<file path="src/rtl/parking_pkg.sv">
// Shared definitions for the parking lane controller: state encoding,
// beam sensor codes and the default lot capacity.
package parking_pkg;

  typedef logic [2:0] state_t;

  localparam state_t ST_IDLE  = 3'd0;
  localparam state_t ST_EN1   = 3'd1;
  localparam state_t ST_EN2   = 3'd2;
  localparam state_t ST_EN3   = 3'd3;
  localparam state_t ST_EX1   = 3'd4;
  localparam state_t ST_EX2   = 3'd5;
  localparam state_t ST_EX3   = 3'd6;
  localparam state_t ST_FAULT = 3'd7;

  // Sensor code is {sens_a, sens_b}
  localparam logic [1:0] S_NONE = 2'b00;
  localparam logic [1:0] S_B    = 2'b01;
  localparam logic [1:0] S_A    = 2'b10;
  localparam logic [1:0] S_AB   = 2'b11;

  localparam int DEFAULT_CAPACITY = 8;

endpackage

</file>
<file path="src/rtl/parking_occupancy_counter.sv">
// Saturating occupancy counter with registered entry/exit/reject strobes.
// full and empty are decoded from the count register.
module parking_occupancy_counter
  import parking_pkg::*;
#(
  parameter int CAPACITY = DEFAULT_CAPACITY,
  parameter int CNT_W    = 4
) (
  input  logic             clk,
  input  logic             rst,
  input  logic             inc,
  input  logic             dec,
  output logic [CNT_W-1:0] occupancy,
  output logic             full,
  output logic             empty,
  output logic             inc_done,
  output logic             dec_done,
  output logic             reject
);

  localparam logic [CNT_W-1:0] CAP = CNT_W'(CAPACITY);

  logic [CNT_W-1:0] occ_q;

  function automatic logic [CNT_W-1:0] sat_step(input logic [CNT_W-1:0] v,
                                                 input logic up,
                                                 input logic down);
    if (up && (v != CAP)) return v + 1'b1;
    if (down && (v != '0)) return v - 1'b1;
    return v;
  endfunction

  always_ff @(posedge clk) begin
    if (rst) begin
      occ_q    <= '0;
      inc_done <= 1'b0;
      dec_done <= 1'b0;
      reject   <= 1'b0;
    end else begin
      occ_q    <= sat_step(occ_q, inc, dec);
      inc_done <= inc && !full;
      dec_done <= dec && !empty;
      reject   <= (inc && full) || (dec && empty);
    end
  end

  assign occupancy = occ_q;
  assign full      = (occ_q == CAP);
  assign empty     = (occ_q == '0);

endmodule

</file>
<file path="src/rtl/parking_gate_ctrl.sv">
// Direction-sensing lane controller: decodes beam order into entry/exit events.
// Optional dwell timeout enabled by defining PARKING_TIMEOUT_EN.
module parking_gate_ctrl
  import parking_pkg::*;
#(
  parameter int CAPACITY = DEFAULT_CAPACITY,
  parameter int CNT_W    = 4,
  parameter int TIMEOUT  = 24_000_000
) (
  input  logic             clk,
  input  logic             rst,
  input  logic             sens_a,
  input  logic             sens_b,
  output logic [CNT_W-1:0] occupancy,
  output logic             full,
  output logic             empty,
  output logic             enter_pulse,
  output logic             exit_pulse,
  output logic             reject,
  output logic             fault
);

  if ((CAPACITY < 1) || (CAPACITY > (1 << CNT_W) - 1) || (TIMEOUT < 1)) begin : g_param_check
    $error("parking_gate_ctrl: CAPACITY or TIMEOUT out of range");
  end

  logic [1:0] code;
  state_t     state, state_nxt, state_seq;
  logic       timed_out;
  logic       inc, dec;

  assign code = {sens_a, sens_b};

  always_comb begin
    state_seq = state;
    case (state)
      ST_IDLE: case (code)
        S_A:     state_seq = ST_EN1;
        S_B:     state_seq = ST_EX1;
        S_AB:    state_seq = ST_FAULT;
        default: state_seq = ST_IDLE;
      endcase
      ST_EN1: case (code)
        S_AB:    state_seq = ST_EN2;
        S_NONE:  state_seq = ST_IDLE;
        S_B:     state_seq = ST_FAULT;
        default: state_seq = ST_EN1;
      endcase
      ST_EN2: case (code)
        S_B:     state_seq = ST_EN3;
        S_A:     state_seq = ST_EN1;
        S_NONE:  state_seq = ST_FAULT;
        default: state_seq = ST_EN2;
      endcase
      ST_EN3: case (code)
        S_NONE:  state_seq = ST_IDLE;
        S_AB:    state_seq = ST_EN2;
        S_A:     state_seq = ST_FAULT;
        default: state_seq = ST_EN3;
      endcase
      ST_EX1: case (code)
        S_AB:    state_seq = ST_EX2;
        S_NONE:  state_seq = ST_IDLE;
        S_A:     state_seq = ST_FAULT;
        default: state_seq = ST_EX1;
      endcase
      ST_EX2: case (code)
        S_A:     state_seq = ST_EX3;
        S_B:     state_seq = ST_EX1;
        S_NONE:  state_seq = ST_FAULT;
        default: state_seq = ST_EX2;
      endcase
      ST_EX3: case (code)
        S_NONE:  state_seq = ST_IDLE;
        S_AB:    state_seq = ST_EX2;
        S_B:     state_seq = ST_FAULT;
        default: state_seq = ST_EX3;
      endcase
      default: state_seq = (code == S_NONE) ? ST_IDLE : ST_FAULT;
    endcase
  end

`ifdef PARKING_TIMEOUT_EN
  localparam int DW = $clog2(TIMEOUT + 1);
  logic [DW-1:0] dwell;
  logic          in_seq;

  assign in_seq    = (state != ST_IDLE) && (state != ST_FAULT);
  assign timed_out = in_seq && (dwell == DW'(TIMEOUT));

  always_ff @(posedge clk) begin
    if (rst || !in_seq || (state_nxt != state)) dwell <= '0;
    else                                        dwell <= dwell + 1'b1;
  end
`else
  assign timed_out = 1'b0;
`endif

  // A timeout overrides any sequence step, including a pending commit
  assign state_nxt = timed_out ? ST_FAULT : state_seq;
  assign inc       = (state == ST_EN3) && (state_nxt == ST_IDLE);
  assign dec       = (state == ST_EX3) && (state_nxt == ST_IDLE);

  always_ff @(posedge clk) begin
    if (rst) state <= ST_IDLE;
    else     state <= state_nxt;
  end

  assign fault = (state == ST_FAULT);

  parking_occupancy_counter #(
    .CAPACITY (CAPACITY),
    .CNT_W    (CNT_W)
  ) u_counter (
    .clk       (clk),
    .rst       (rst),
    .inc       (inc),
    .dec       (dec),
    .occupancy (occupancy),
    .full      (full),
    .empty     (empty),
    .inc_done  (enter_pulse),
    .dec_done  (exit_pulse),
    .reject    (reject)
  );

endmodule

</file>
<file path="config.mk">
export PLATFORM = sky130hd
export DESIGN_NAME = parking_gate_ctrl
export DESIGN_NICKNAME = d
export VERILOG_FILES = /design/src/rtl/parking_pkg.sv /design/src/rtl/parking_occupancy_counter.sv /design/src/rtl/parking_gate_ctrl.sv
export SDC_FILE = /design/constraint.sdc
export NUM_CORES = 1
export LEC_CHECK = 0
export CAP_MARGIN = 20
export CORE_MARGIN = 4
export CORE_UTILIZATION = 39
export DETAILED_ROUTE_END_ITERATION = 10
export REMOVE_ABC_BUFFERS = 1
export SYNTH_ARGS = -nofsm -noshare
export SYNTH_HDL_FRONTEND = slang
export SYNTH_HIERARCHICAL = 1
export SYNTH_SLANG_ARGS = --single-unit
</file>
<file path="constraint.sdc">
create_clock -name clk -period 5.2 [get_ports clk]
set_input_delay 0.78 -clock clk [delete_from_list [all_inputs] [get_ports clk]]
set_output_delay 0.78 -clock clk [all_outputs]
set_load 0.05 [all_outputs]
</file>
==> metrics.md <==
| Metric | Value |
|---|---|
| Core area | `between 2000 and 2500 sq um` |
| First-pass DRT Iterations | `5` |
| Most instantiated library cell after synthesis | `nor2_1` |
| GRT Total Usage | `0.123` |
| RSZ-0062 raised after global routing | `false` |
| P_leak | `slightly below 0.0004 uW` |
| CP Capture Type | `flop` |
| Min Tclk post-route | `roughly 3.4 ns` |
| Relative slew slack | `0.640` |
| Critical path depth | `11` |
| Routed Wire Length | `1790 um` |
| R2R depth | `8` |
| Clock buffer depth | `2` |
| Crit-path max FO | `8` |
| Vias in the first global route | `~730` |
| Power per cell area | `around 240 nW/um^2` |
| CP required | `~5.4 ns` |
| Outcome | `finished, final reports clean` |
| Hold Slack | `0.579 ns` |
| HP Class | `flop to flop` |
| Final cycle utilization of the critical path | `0.663` |
| Row Count | `17` |
| Final hold violation count | `0` |
| CP Buf/Inv Count | `2` |
| Gate power share | `0.340` |
| Total number of vias | `between 700 and 800` |
| Post-CTS setup repair buffer count | `0` |
| Crit Path Class | `input pin to flop` |
| Routed length per instance | `around 12 um` |
| Crit path cell chain | `clkdlybuf4s50_1 -> inv_1 -> ha_1 -> nand3b_1 -> o211ai_1 -> a221oi_2 -> and3_1 -> or4b_1 -> o31ai_2 -> nor2_1 -> a211oi_2` |
| Largest net degree at the start of global routing | `17` |
| Area taken by flip-flops and latches | `about 200 sq um` |
| Synth Register Bits | `10` |
| Overflow after GRT | `0` |
| # fillers | `~210` |
| Max rail drop VDD | `0.111 mV` |
| Seq/Total Area, Yosys | `0.225` |
| CTS tree | `done` |
| TNS Setup | `0 ns` |
| Commonest cells in the synthesized netlist | `nor2_1, dfxtp_1, ha_1` |
| First-pass GRT wire length | `around 3200 um` |
| Share of post-route cells with drive strength above 1 | `0.0667` |
| Netlist cell types | `40` |
| Die Wd | `between 50 and 60 um` |
| Starting density of the core | `0.405` |
| Crit-path slowest cell | `clkdlybuf4s50_1` |
| Input/output buffers | `13` |
| Initial drt markers | `14` |
| Syn Area/Cell | `8.08 sq um` |
| Number of synthesized flops with an enable pin | `0` |
| Synth area leaders | `dfxtp_1, ha_1, nor2_1` |
| Endpoints failing setup | `0` |
| Psw | `roughly 94 uW` |
| Slowest stage delay, CP | `0.55 ns` |
| Die ar. | `approximately 3100 sq um` |
| Clk pwr share | `0.216` |
| Max Freq | `290 MHz` |
| Yosys Warn Count | `6` |
| Vert. Die Dim | `55.7 um` |
| Antenna Violating Nets Remaining | `0` |
| Switching Share | `0.385` |
| Root Buffer | `clkbuf_4` |
| I/O pins | `14` |
| Max Cap Viol | `0` |
| Internal | `around 150 uW` |
| Ys async rst share | `0` |
| Total CTS buffers | `3` |
| Skew final | `roughly 0.0054 ns` |
| Sequential share of power | `0.444` |
| Post-CTS sizing | `0` |
| DP Wirelength | `~1300 um` |
| Initial antenna violation count | `0` |
| Final nets | `136` |
| Ant diodes | `0` |
| Htree depth | `1` |
| Final GP Congestion | `0.871` |
| Cell taking the most area after synthesis | `dfxtp_1` |
| Drt drc | `0` |
| Cell Area, Synth | `888 sq um` |
| Clk sinks | `10` |
| Hold Crit Depth | `2` |
| Post-synthesis cell count | `between 100 and 150` |
| Area of the multi-input gates | `between 600 and 700 sq um` |
| Top cell type's share of synthesized area | `0.225` |
| Layout area overhead | `17.2%` |
| Post-CTS Hold Buffers | `0` |
| Clk_lat worst skew | `~0.27 ns` |
| Clk pin slew, worst setup/hold paths | `about 0.060 ns` |
| Leading register cell type out of synthesis | `dfxtp_1` |
| Slew Viols, Final | `0` |
| Routed vias/inst | `about 5.4` |
| Tightest Pin Transition | `0.540 ns` |
| Crit path launch type | `input pin` |
| Family with the most delay on the worst path | `simple AND/OR/NAND/NOR gates` |
| Critical Path AT | `between 3 and 4 ns` |
stage by stage:
step	setup WS (ns)	total power [uW]	utilization	instances	instance area, sq um
finish	1.75	246	0.475	148	1040
CTS	1.76	247	0.475	148	1040
floorplan	2.27	169	-	104	853
global placement	1.56	193	0.465	145	1020
global route	1.51	262	0.475	148	1040
detailed placement	1.48	193	0.465	145	1020
state kept, by name, summed over array words and instances, names as in the netlist:
signal	cells
u_counter/reject	1
u_counter/dec_done	1
u_counter/inc_done	1
u_counter/occupancy	4
state	3
layer usage:
metal | part of all wire | up-vias | wire length, um | track usage
met5 | 0 | - | 0 | 0
met4 | 0 | 0 | 0 | 0.0208
met3 | 0.047 | 0 | 85 | 0.0348
met2 | 0.45 | 19 | 805 | 0.199
met1 | 0.50 | 370 | 903 | 0.165
li1 | - | 409 | - | -
worst reg2reg max path, stage by stage (launching register included):
cell and delay [ns]:
dfxtp_1 0.66, mux2_1 0.23, o211ai_1 0.09, a221oi_2 0.31
and3_1 0.34, or4b_1 0.50, o31ai_2 0.20, nor2_1 0.07
a211oi_2 0.18
logic make-up after synthesis:
logic type	Yosys count	synth area share
and+or+nand+nor	46	0.287
AOI/OAI and AO/OA	24	0.203
buffers and inverters	14	0.0732
adders and majority gates	10	0.141
DFF	10	0.225
muxes	5	0.0606
xor gates and xnor gates	1	0.00986
area by class of cell:
| type | instances | area share |
|---|---|---|
| Sequential cell | 10 | 0.192 |
| Timing Repair Buffer | 13 | 0.125 |
| Tap cell | 28 | 0.0337 |
| Clock buffer | 3 | 0.0216 |
| Inverter | 8 | 0.0288 |
| Multi-Input combinational cell | 86 | 0.599 |
power by group through the flow:
stage                     clock network, uW  logic (uW)  registers [uW]
final                                  53.0        83.5             109
after global routing                   55.4        95.2             112
after CTS                              55.4        83.3             108
after detailed placement                  0        82.8             110
after global placement                    0        82.4             110
after floorplan                           0        63.9             105
cell usage in the layout, fill, tap and decap left out, drive strengths merged, types with 3 or more instances in the layout:
cell and n:
a21oi 6, clkbuf 3, clkdlybuf4s50 13, dfxtp 10, ha 10, inv 8
mux2 3, nand2 6, nand2b 4, nand3 3, nand3b 5, nor2 11
nor2b 3, nor3 4, o21ai 5
final timing paths:
check                                           start                             endpoint  slack (ns)
setup / recovery                               sens_a  u_counter/occupancy[3]$_SDFFE_PP0P_        1.75
hold reg to reg   u_counter/occupancy[1]$_SDFFE_PP0P_  u_counter/occupancy[1]$_SDFFE_PP0P_        0.58
hold / removal    u_counter/occupancy[1]$_SDFFE_PP0P_  u_counter/occupancy[1]$_SDFFE_PP0P_        0.58
setup reg to reg                  state[2]$_SDFF_PP0_  u_counter/occupancy[3]$_SDFFE_PP0P_        2.54
Note: power is estimated with default switching activity, not from simulation.
